### config.mk
export PLATFORM = sky130hd
export DESIGN_NAME = microwave_ctrl
export DESIGN_NICKNAME = d
export VERILOG_FILES = /design/src/rtl/mwave_pkg.sv /design/src/rtl/sec_prescaler.sv /design/src/rtl/microwave_ctrl.sv
export SDC_FILE = /design/constraint.sdc
export NUM_CORES = 1
export LEC_CHECK = 0
export ABC_AREA = 1
export CAP_MARGIN = 30
export CELL_PAD_IN_SITES_DETAIL_PLACEMENT = 2
export CELL_PAD_IN_SITES_GLOBAL_PLACEMENT = 2
export CORE_MARGIN = 5
export CORE_UTILIZATION = 27
export CTS_CLUSTER_DIAMETER = 60
export DETAILED_ROUTE_END_ITERATION = 16
export PLACE_DENSITY = 0.76
export RECOVER_POWER = 50
export SLEW_MARGIN = 20
export SYNTH_ARGS = -nofsm -noshare
export SYNTH_HDL_FRONTEND = slang
export SYNTH_SLANG_ARGS = --single-unit
### constraint.sdc
create_clock -name clk -period 1.6 [get_ports clk]
set_clock_uncertainty 0.05 [all_clocks]
set_input_delay 0.16 -clock clk [delete_from_list [all_inputs] [get_ports clk]]
set_output_delay 0.16 -clock clk [all_outputs]
set_load 0.02 [all_outputs]
### src/rtl/mwave_pkg.sv
// Shared definitions for the microwave cook controller: state encoding,
// keypad entry limits and the digit acceptance rule.
package mwave_pkg;

  localparam int DIGIT_W        = 4;
  localparam int MAX_DIGITS     = 3;
  localparam int MAX_TENS_DIGIT = 5;
  localparam int CNT_W          = 2;

  localparam logic [2:0] ST_IDLE  = 3'd0;
  localparam logic [2:0] ST_SET   = 3'd1;
  localparam logic [2:0] ST_COOK  = 3'd2;
  localparam logic [2:0] ST_PAUSE = 3'd3;
  localparam logic [2:0] ST_DONE  = 3'd4;

  // A key is taken if it is a BCD digit, there is room for it, and the digit
  // it pushes into the tens-of-seconds position is a legal tens digit.
  function automatic logic digit_ok(input logic [CNT_W-1:0]   cnt,
                                    input logic [DIGIT_W-1:0] d,
                                    input logic [DIGIT_W-1:0] prev);
    digit_ok = (d <= DIGIT_W'(9)) &&
               (cnt < CNT_W'(MAX_DIGITS)) &&
               ((cnt == '0) || (prev <= DIGIT_W'(MAX_TENS_DIGIT)));
  endfunction

endpackage

### src/rtl/sec_prescaler.sv
// Seconds prescaler: modulo-TICKS counter with synchronous clear and enable.
// wrap pulses on the last tick of each second; secs counts completed seconds.
module sec_prescaler #(
  parameter int TICKS = 100,
  parameter int SEC_W = 2
) (
  input  logic             clk,
  input  logic             clr,
  input  logic             sclr,
  input  logic             en,
  output logic             wrap,
  output logic [SEC_W-1:0] secs
);

  localparam int CW = $clog2(TICKS);

  logic [CW-1:0] cnt;

  assign wrap = en && (cnt == CW'(TICKS - 1));

  // Tick and second counters; clear wins over counting.
  always_ff @(posedge clk) begin
    if (clr || sclr) begin
      cnt  <= '0;
      secs <= '0;
    end else if (en) begin
      if (wrap) begin
        cnt  <= '0;
        secs <= secs + SEC_W'(1);
      end else begin
        cnt <= cnt + CW'(1);
      end
    end
  end

endmodule

### src/rtl/microwave_ctrl.sv
// Microwave cook sequencer: keypad shift-load, once-per-second timer
// decrement, magnetron drive, door pause, stop/clear and end-of-cook.
// Optional end-of-cook alert enabled by defining MWAVE_DONE_BEEP_EN.
//
// state | meaning
// IDLE  | no digits entered, waiting for keys
// SET   | digits being entered, waiting for start
// COOK  | magnetron on, timer decremented once per second
// PAUSE | door opened or stop pressed during cook, timer held
// DONE  | timer reached zero; alert (if enabled) then back to IDLE
module microwave_ctrl
  import mwave_pkg::*;
#(
  parameter int TICKS_PER_SEC = 100,
  parameter int BEEP_SECS     = 3
) (
  input  logic               clk,
  input  logic               clr,
  input  logic               key_valid,
  input  logic [DIGIT_W-1:0] key_digit,
  input  logic               start,
  input  logic               stop_clear,
  input  logic               door_closed,
  input  logic               timer_zero,
  output logic [DIGIT_W-1:0] timer_data,
  output logic               timer_loadn,
  output logic               timer_clrn,
  output logic               timer_en,
  output logic               mag_on,
  output logic               beep
);

  localparam int SEC_W = (BEEP_SECS > 1) ? $clog2(BEEP_SECS) : 1;

  logic [2:0]       state, state_nxt;
  logic [CNT_W-1:0] count;
  logic             do_load, do_clear;
  logic             pre_sclr, pre_en, wrap;

`ifdef MWAVE_DONE_BEEP_EN
  logic [SEC_W-1:0] beep_secs;
  logic             door_q;
`else
  logic [SEC_W-1:0] beep_secs_unused;
`endif

  // The prescaler restarts on every state change so each entry to COOK or
  // DONE begins a fresh second.
  assign pre_en   = (state == ST_COOK) || (state == ST_DONE);
  assign pre_sclr = (state_nxt != state);

  sec_prescaler #(
    .TICKS (TICKS_PER_SEC),
    .SEC_W (SEC_W)
  ) u_presc (
    .clk  (clk),
    .clr  (clr),
    .sclr (pre_sclr),
    .en   (pre_en),
    .wrap (wrap),
`ifdef MWAVE_DONE_BEEP_EN
    .secs (beep_secs)
`else
    .secs (beep_secs_unused)
`endif
  );

  // Next state and one-cycle load/clear requests, highest-priority input first.
  always_comb begin
    state_nxt = state;
    do_load   = 1'b0;
    do_clear  = 1'b0;
    case (state)
      ST_IDLE, ST_SET: begin
        if (stop_clear) begin
          if (state == ST_SET) begin
            do_clear  = 1'b1;
            state_nxt = ST_IDLE;
          end
        end else if (start) begin
          if ((state == ST_SET) && door_closed && !timer_zero)
            state_nxt = ST_COOK;
        end else if (key_valid && digit_ok(count, key_digit, timer_data)) begin
          do_load   = 1'b1;
          state_nxt = ST_SET;
        end
      end
      ST_COOK: begin
        if (!door_closed || stop_clear)
          state_nxt = ST_PAUSE;
        else if (timer_zero)
          state_nxt = ST_DONE;
      end
      ST_PAUSE: begin
        if (stop_clear) begin
          do_clear  = 1'b1;
          state_nxt = ST_IDLE;
        end else if (start && door_closed && !timer_zero) begin
          state_nxt = ST_COOK;
        end
      end
      ST_DONE: begin
`ifdef MWAVE_DONE_BEEP_EN
        if (stop_clear || (door_closed != door_q) ||
            (wrap && (beep_secs == SEC_W'(BEEP_SECS - 1))))
          state_nxt = ST_IDLE;
`else
        state_nxt = ST_IDLE;
`endif
      end
      default: state_nxt = ST_IDLE;
    endcase
  end

  // State, digit count and registered outputs.
  always_ff @(posedge clk) begin
    if (clr) begin
      state       <= ST_IDLE;
      count       <= '0;
      timer_data  <= '0;
      timer_loadn <= 1'b1;
      timer_clrn  <= 1'b0;
      timer_en    <= 1'b0;
      mag_on      <= 1'b0;
      beep        <= 1'b0;
    end else begin
      state       <= state_nxt;
      timer_loadn <= !do_load;
      timer_clrn  <= !do_clear;
      timer_en    <= wrap && (state == ST_COOK) && (state_nxt == ST_COOK);
      mag_on      <= (state_nxt == ST_COOK);
      if (do_load)
        timer_data <= key_digit;
      if (do_clear || (state_nxt == ST_DONE))
        count <= '0;
      else if (do_load)
        count <= count + CNT_W'(1);
`ifdef MWAVE_DONE_BEEP_EN
      beep <= (state_nxt == ST_DONE);
`else
      beep <= 1'b0;
`endif
    end
  end

`ifdef MWAVE_DONE_BEEP_EN
  // Door level one cycle back, to spot a door transition during the alert.
  always_ff @(posedge clk) begin
    door_q <= door_closed;
  end
`endif

endmodule

[Word-level counts from Yosys, hierarchy flattened]
Index checks and enable logic that the tools add are counted.
W data, S select, Z words.
Storage, ports and cells
  register bits: 20
  bits in latches: 0
  bits in writable memories: 0
  bits in read-only memories: 0
  bits of input ports: 11
  output and inout bits: 9
  logic and storage cells: 63
  memories: 0
Cells by class
  $add $sub $neg: 2
  multipliers: 0
  divide/modulo/power cells: 0
  $lt $le $gt $ge: 3
  equality and inequality tests: 8
  shift operators: 0
  multiplexer cells: 19
  bitwise logic cells: 0
  reductions and logical operators: 23
Operators by type and width (count)
  $mux W3: 9
  $logic_and A1 B1 Y1: 10
  $eq A3 B2 Y1 const B: 3
  $pmux W3 S3: 1
  $add A7 B1 Y7 const B: 1
  $eq A7 B7 Y1 const B: 1
  $mux W1: 7
  $mux W7: 1
  $eq A3 B3 Y1 const B: 2
  $logic_or A1 B1 Y1: 5
  $le A4 B3 Y1 const B: 1
  $le A4 B4 Y1 const B: 1
  $logic_not A1 Y1: 4
  $reduce_or A2 Y1: 2
  $eq A3 B1 Y1 const B: 1
  $logic_not A3 Y1: 1
  $ne A3 B3 Y1: 1
  $add A2 B1 Y2 const B: 1
  $logic_not A2 Y1: 1
  $lt A2 B2 Y1 const B: 1
  $pmux W1 S2: 1

[Longest topological paths before layout]
  depth after elaboration: 11
  mapped depth: 9
  depth with buffers taken out: 9

[Hierarchy]
A second synthesis with hierarchy kept.
Second synthesis, totals
  cells, all modules: 165
  area total of the unflattened synthesis: 1179.9 sq um
Modules (own cells, without submodules)
  microwave_ctrl: times used 1, cells each 97, area an instance 705.7 sq um, sequential area each 260.2 sq um
  sec_prescaler: times used 1, cells each 68, area an instance 474.2 sq um, sequential area each 180.2 sq um

[Worst setup path after synthesis]
No wires, ideal clock.
  path type: register -> register
  from: register u_presc.cnt[0]
  to: register u_presc.cnt[0]
  setup time: 0.112 ns
  arrival time: 1.215 ns
  data required time: 1.438 ns
  setup slack: 0.223 ns
  stages on the path, launching flop included: 8
  cell sequence: dfxtp_1 -> ha_1 -> nand3_1 -> nor2_1 -> nor2_1 -> mux2_2 -> inv_1 -> nor2_2
Between the ends
  word-level cells in the longest chain between the ends: 3
  elaborated cells on any way between the ends: 4
  those cells by class: 1 x add/sub; 1 x eq/ne; 1 x mux; 1 x reduce/logical
RTL lines
  start: declaration: line sec_prescaler.sv:17  | logic [CW-1:0] cnt;
  start signal: assignment: line sec_prescaler.sv:31  | cnt <= cnt + CW'(1);
  parallel branches: the longest is 2 deep, another holds $add A7 B1 Y7
  $mux W7 (*): line sec_prescaler.sv:27  | if (wrap) begin
Mark *: on every way between the ends.
A chain may end at the register's enable or synchronous reset.

[Worst setup path in the final report]
  from: register count[0]
  to: register u_presc.cnt[3]
Between the ends
  word-level cells in the longest chain between the ends: 10
  elaborated cells on any way between the ends: 12
  those cells by class: 1 x order compare; 1 x eq/ne; 4 x mux; 6 x reduce/logical
RTL lines
  start: declaration: line microwave_ctrl.sv:36  | logic [CNT_W-1:0] count;
  start signal: assignment: line microwave_ctrl.sv:137  | count <= count + CNT_W'(1);
  $lt A2 B2 Y1 / $logic_not A2 Y1 (equally long branches): line mwave_pkg.sv:22, mwave_pkg.sv:23
  $logic_and A1 B1 Y1 / $logic_or A1 B1 Y1 (equally long branches): line mwave_pkg.sv:21, mwave_pkg.sv:23
  $logic_and A1 B1 Y1 (*): line mwave_pkg.sv:22  | (cnt < CNT_W'(MAX_DIGITS)) &&
  $logic_and A1 B1 Y1 (*): line microwave_ctrl.sv:83  | end else if (key_valid && digit_ok(count, key_digit, timer_data)) begin
  $mux W3 (*): line microwave_ctrl.sv:83
  $mux W3 (*): line microwave_ctrl.sv:80  | end else if (start) begin
  $mux W3 (*): line microwave_ctrl.sv:75  | if (stop_clear) begin
  $pmux W3 S3 (*): line microwave_ctrl.sv:73  | case (state)
  $ne A3 B3 Y1 (*): line microwave_ctrl.sv:50  | assign pre_sclr = (state_nxt != state);
  $logic_or A1 B1 Y1 (*): line sec_prescaler.sv:23  | if (clr || sclr) begin
Every way passes the cells marked *; elsewhere a longest branch is shown, timed or not.

==> impl_results.md <==
* CP peak stage delay at 0.34 ns
* Mapped Cells at 157
* IO Port Bufs at 18
* Die height at 72.8 um
* Clock-pin slew on the worst setup and hold paths at 0.08 ns
* Max Cap Viol at 0
* Yosys cell types at 26
* Tmin final at 1.55 ns
* Register area share after synthesis at 0.376
* Final number of setup-violating endpoints at 0
* WS Path Type: reg -> reg
* Synth Register Bits at 20
* Initial antenna violation count at 0
* Residual DRC at 0
* Worst path arrival time at 1.66 ns
* Layout area overhead at 37.6%
* CTS H-tree lvls at 1
* CTS Buf Count at 3
* Initial Utilization at 0.284
* Startpoint Class: register
* Clk sinks at 20
* Core Region at 3740 um2
* CP max-delay cell: dfxtp_2
* Endpoint class of the critical path: register
* Routed vias at 1,071
* Crit path cell chain: ha_2, nor2_2, nand2_1, nor2_1, nand3_2, nand2_2, nand2_2, nand3_4, nor2_1
* Sequential cell area at 405 um2
* Top Family by Delay on Critical Path: simple AND/OR/NAND/NOR gates
* Status: completed
* Routed wire per std cell at 14.7 um
* Pleak at 0.612 nW
* RSZ-0062 raised after global routing: true
* Vias per std cell at 4.60
* WP data required at 1.71 ns
* Drt pass-1 iters at 4
* Area of the multi-input gates at 571 um2
* I/O pin count at 20
* # rows at 22
* Gr usage total at 0.142
* Drt total wl at 3.42 mm
* CTS tree: yes
* Avg Cell Area, Syn at 6.77 um2
* Clock latency at the later pin of the worst-skew pair at 0.27 ns
* First-pass GRT wire length at 5.74 mm
* Fmax at 647 MHz
* Max-slew violations at 0
* Syn Std Cell Area at 1060 um2
* Maximum vdd drop at 0.000291 V
* FILL cells at 447
* DIE AREA at 5290 um2
* Synth warn at 0
* Nets at 200
* FF-to-FF Start: count[0]$_SDFFE_PP0P_
* Largest net degree at the start of global routing at 13
* Total power at 1.15 mW
* Die W at 72.8 um
* CP Buf/Inv Count at 0
* Crit path max fanout at 7
* Post-DP HPWL at 2.68 mm
* Hold Startpoint: stop_clear
* Net count after synthesis at 171
* Clock buffer depth at 2
* Ant. Diodes at 0
* GP Congestion at 0.808
* Cell area after layout at 1460 um2
* Dpl cell area at 1350 um2
* Post-DRT Antenna Nets at 0
* Layout cell share with drive strength beyond 1 at 0.227
* Vias in the first global route at 1,218
* Hold Fails Final Rpt at 0
* Clk root buf: clkbuf_8
* HP Class: in -> reg
* Final Cycle Share at 0.966
* Initial drt markers at 21
* Grt ovf at 0
* Critical Path Start: count[0]$_SDFFE_PP0P_
* Pwr Density at 784 nW/um2
cells in the mapped netlist:
library cell   n  share of area
nand2_1       34           0.12
inv_1         28          0.099
nor2_1        21          0.074
dfxtp_1       20           0.38
nand3_1       13          0.061
a21oi_1        6          0.028
nor2_2         5          0.029
o21ai_0        4          0.019
ha_1           3          0.035
nand3_2        3          0.028
nand4_1        3          0.018
nand2_2        2          0.012
o21ai_1        2         0.0094
a21boi_0       1         0.0071
a21o_1         1         0.0071
a22oi_1        1         0.0071
buf_1          1         0.0035
buf_4          1         0.0071
clkinv_2       1         0.0047
conb_1         1         0.0035
inv_2          1         0.0035
mux2_2         1          0.011
nand3_4        1          0.016
nor3_1         1         0.0047
o21bai_1       1         0.0071
xor2_1         1         0.0082
cells in the final DEF (no fill, tap or decap), drive strengths merged, types with 3 or more instances in the layout:
cell type and instances:
ha 3, buf 8, inv 29, nand3 17
nor2 26, nand2 36, dfxtp 20, o21ai 6
clkbuf 3, clkdlybuf4s50 17, a21oi 6, nand4 3
worst reg2reg max path, cell delays in order, from the launching register on:
cell	delay [ns]
dfxtp_2	0.34
ha_2	0.18
nor2_2	0.10
nand2_1	0.06
nor2_1	0.11
nand3_2	0.18
nand2_2	0.13
nand2_2	0.07
nand3_4	0.16
nor2_1	0.07
registers in the layout, indices dropped and copies added (netlist names):
register,flops
u_presc.cnt,7
timer_data,4
state,3
count,2
timer_clrn,1
timer_en,1
timer_loadn,1
mag_on,1
worst paths after layout:
kind / to / slack [ns] / depth (start not counted)
worst max-delay path: u_presc.cnt[3]$_SDFFE_PP0P_ / 0.05 / 9
worst min-delay path: timer_clrn$_SDFF_PP0_ / 0.24 / 4
worst max register to register: u_presc.cnt[3]$_SDFFE_PP0P_ / 0.05 / 9
worst min register to register: timer_data[0]$_SDFFE_PP0P_ / 0.43 / 2
timing repair:
action                     in CTS  in global routing
hold buffers                    0                  0
setup buffers                   0                  1
setup endpoints to repair       0                 13
gates resized for setup         0                 18
cells by family after synthesis:
group	synth area share
xor gates and xnor gates	0.00824
muxes	0.0106
buffers and inverters	0.118
DFF	0.376
and+or+nand+nor	0.364
AOI/OAI and AO/OA	0.0847
other	0.00353
adders and majority gates	0.0353
area by class of cell:
cell class | count | share of cell area
multi-input cells | 105 | 0.390
flip-flops and latches | 20 | 0.277
repair buffers | 26 | 0.166
inverters | 30 | 0.0778
well taps | 48 | 0.0410
clock buffers | 3 | 0.0282
clock inverters | 1 | 0.0205
power breakdown:
part	internal (mW)	total (mW)	leakage (nW)	switching, mW
combinational	0.0513	0.110	0.412	0.0586
sequential	0.505	0.510	0.164	0.00505
clock	0.334	0.527	0.0357	0.193
layer usage:
layer | global-route usage | routed length [um]
met1 | 0.157 | 1410
met2 | 0.272 | 1900
met3 | 0.0220 | 73
met4 | 0.0492 | 29
met5 | 0 | 0
stage by stage:
stage | hold slack (ns) | setup slack [ns] | utilization | setup TNS [ns] | cells
6_report | 0.237 | 0.0549 | 0.391 | 0 | 233
5_1_grt | 0.274 | -0.0649 | 0.391 | -0.356 | 233
4_1_cts | 0.406 | 0.0370 | 0.378 | 0 | 232
3_5_place_dp | 0.417 | -0.0726 | 0.359 | -0.371 | 228
3_3_place_gp | 0.409 | 0.0117 | 0.359 | 0 | 228
2_1_floorplan | 0.255 | 0.223 | - | 0 | 157
Power figures use the tool's default switching activity.
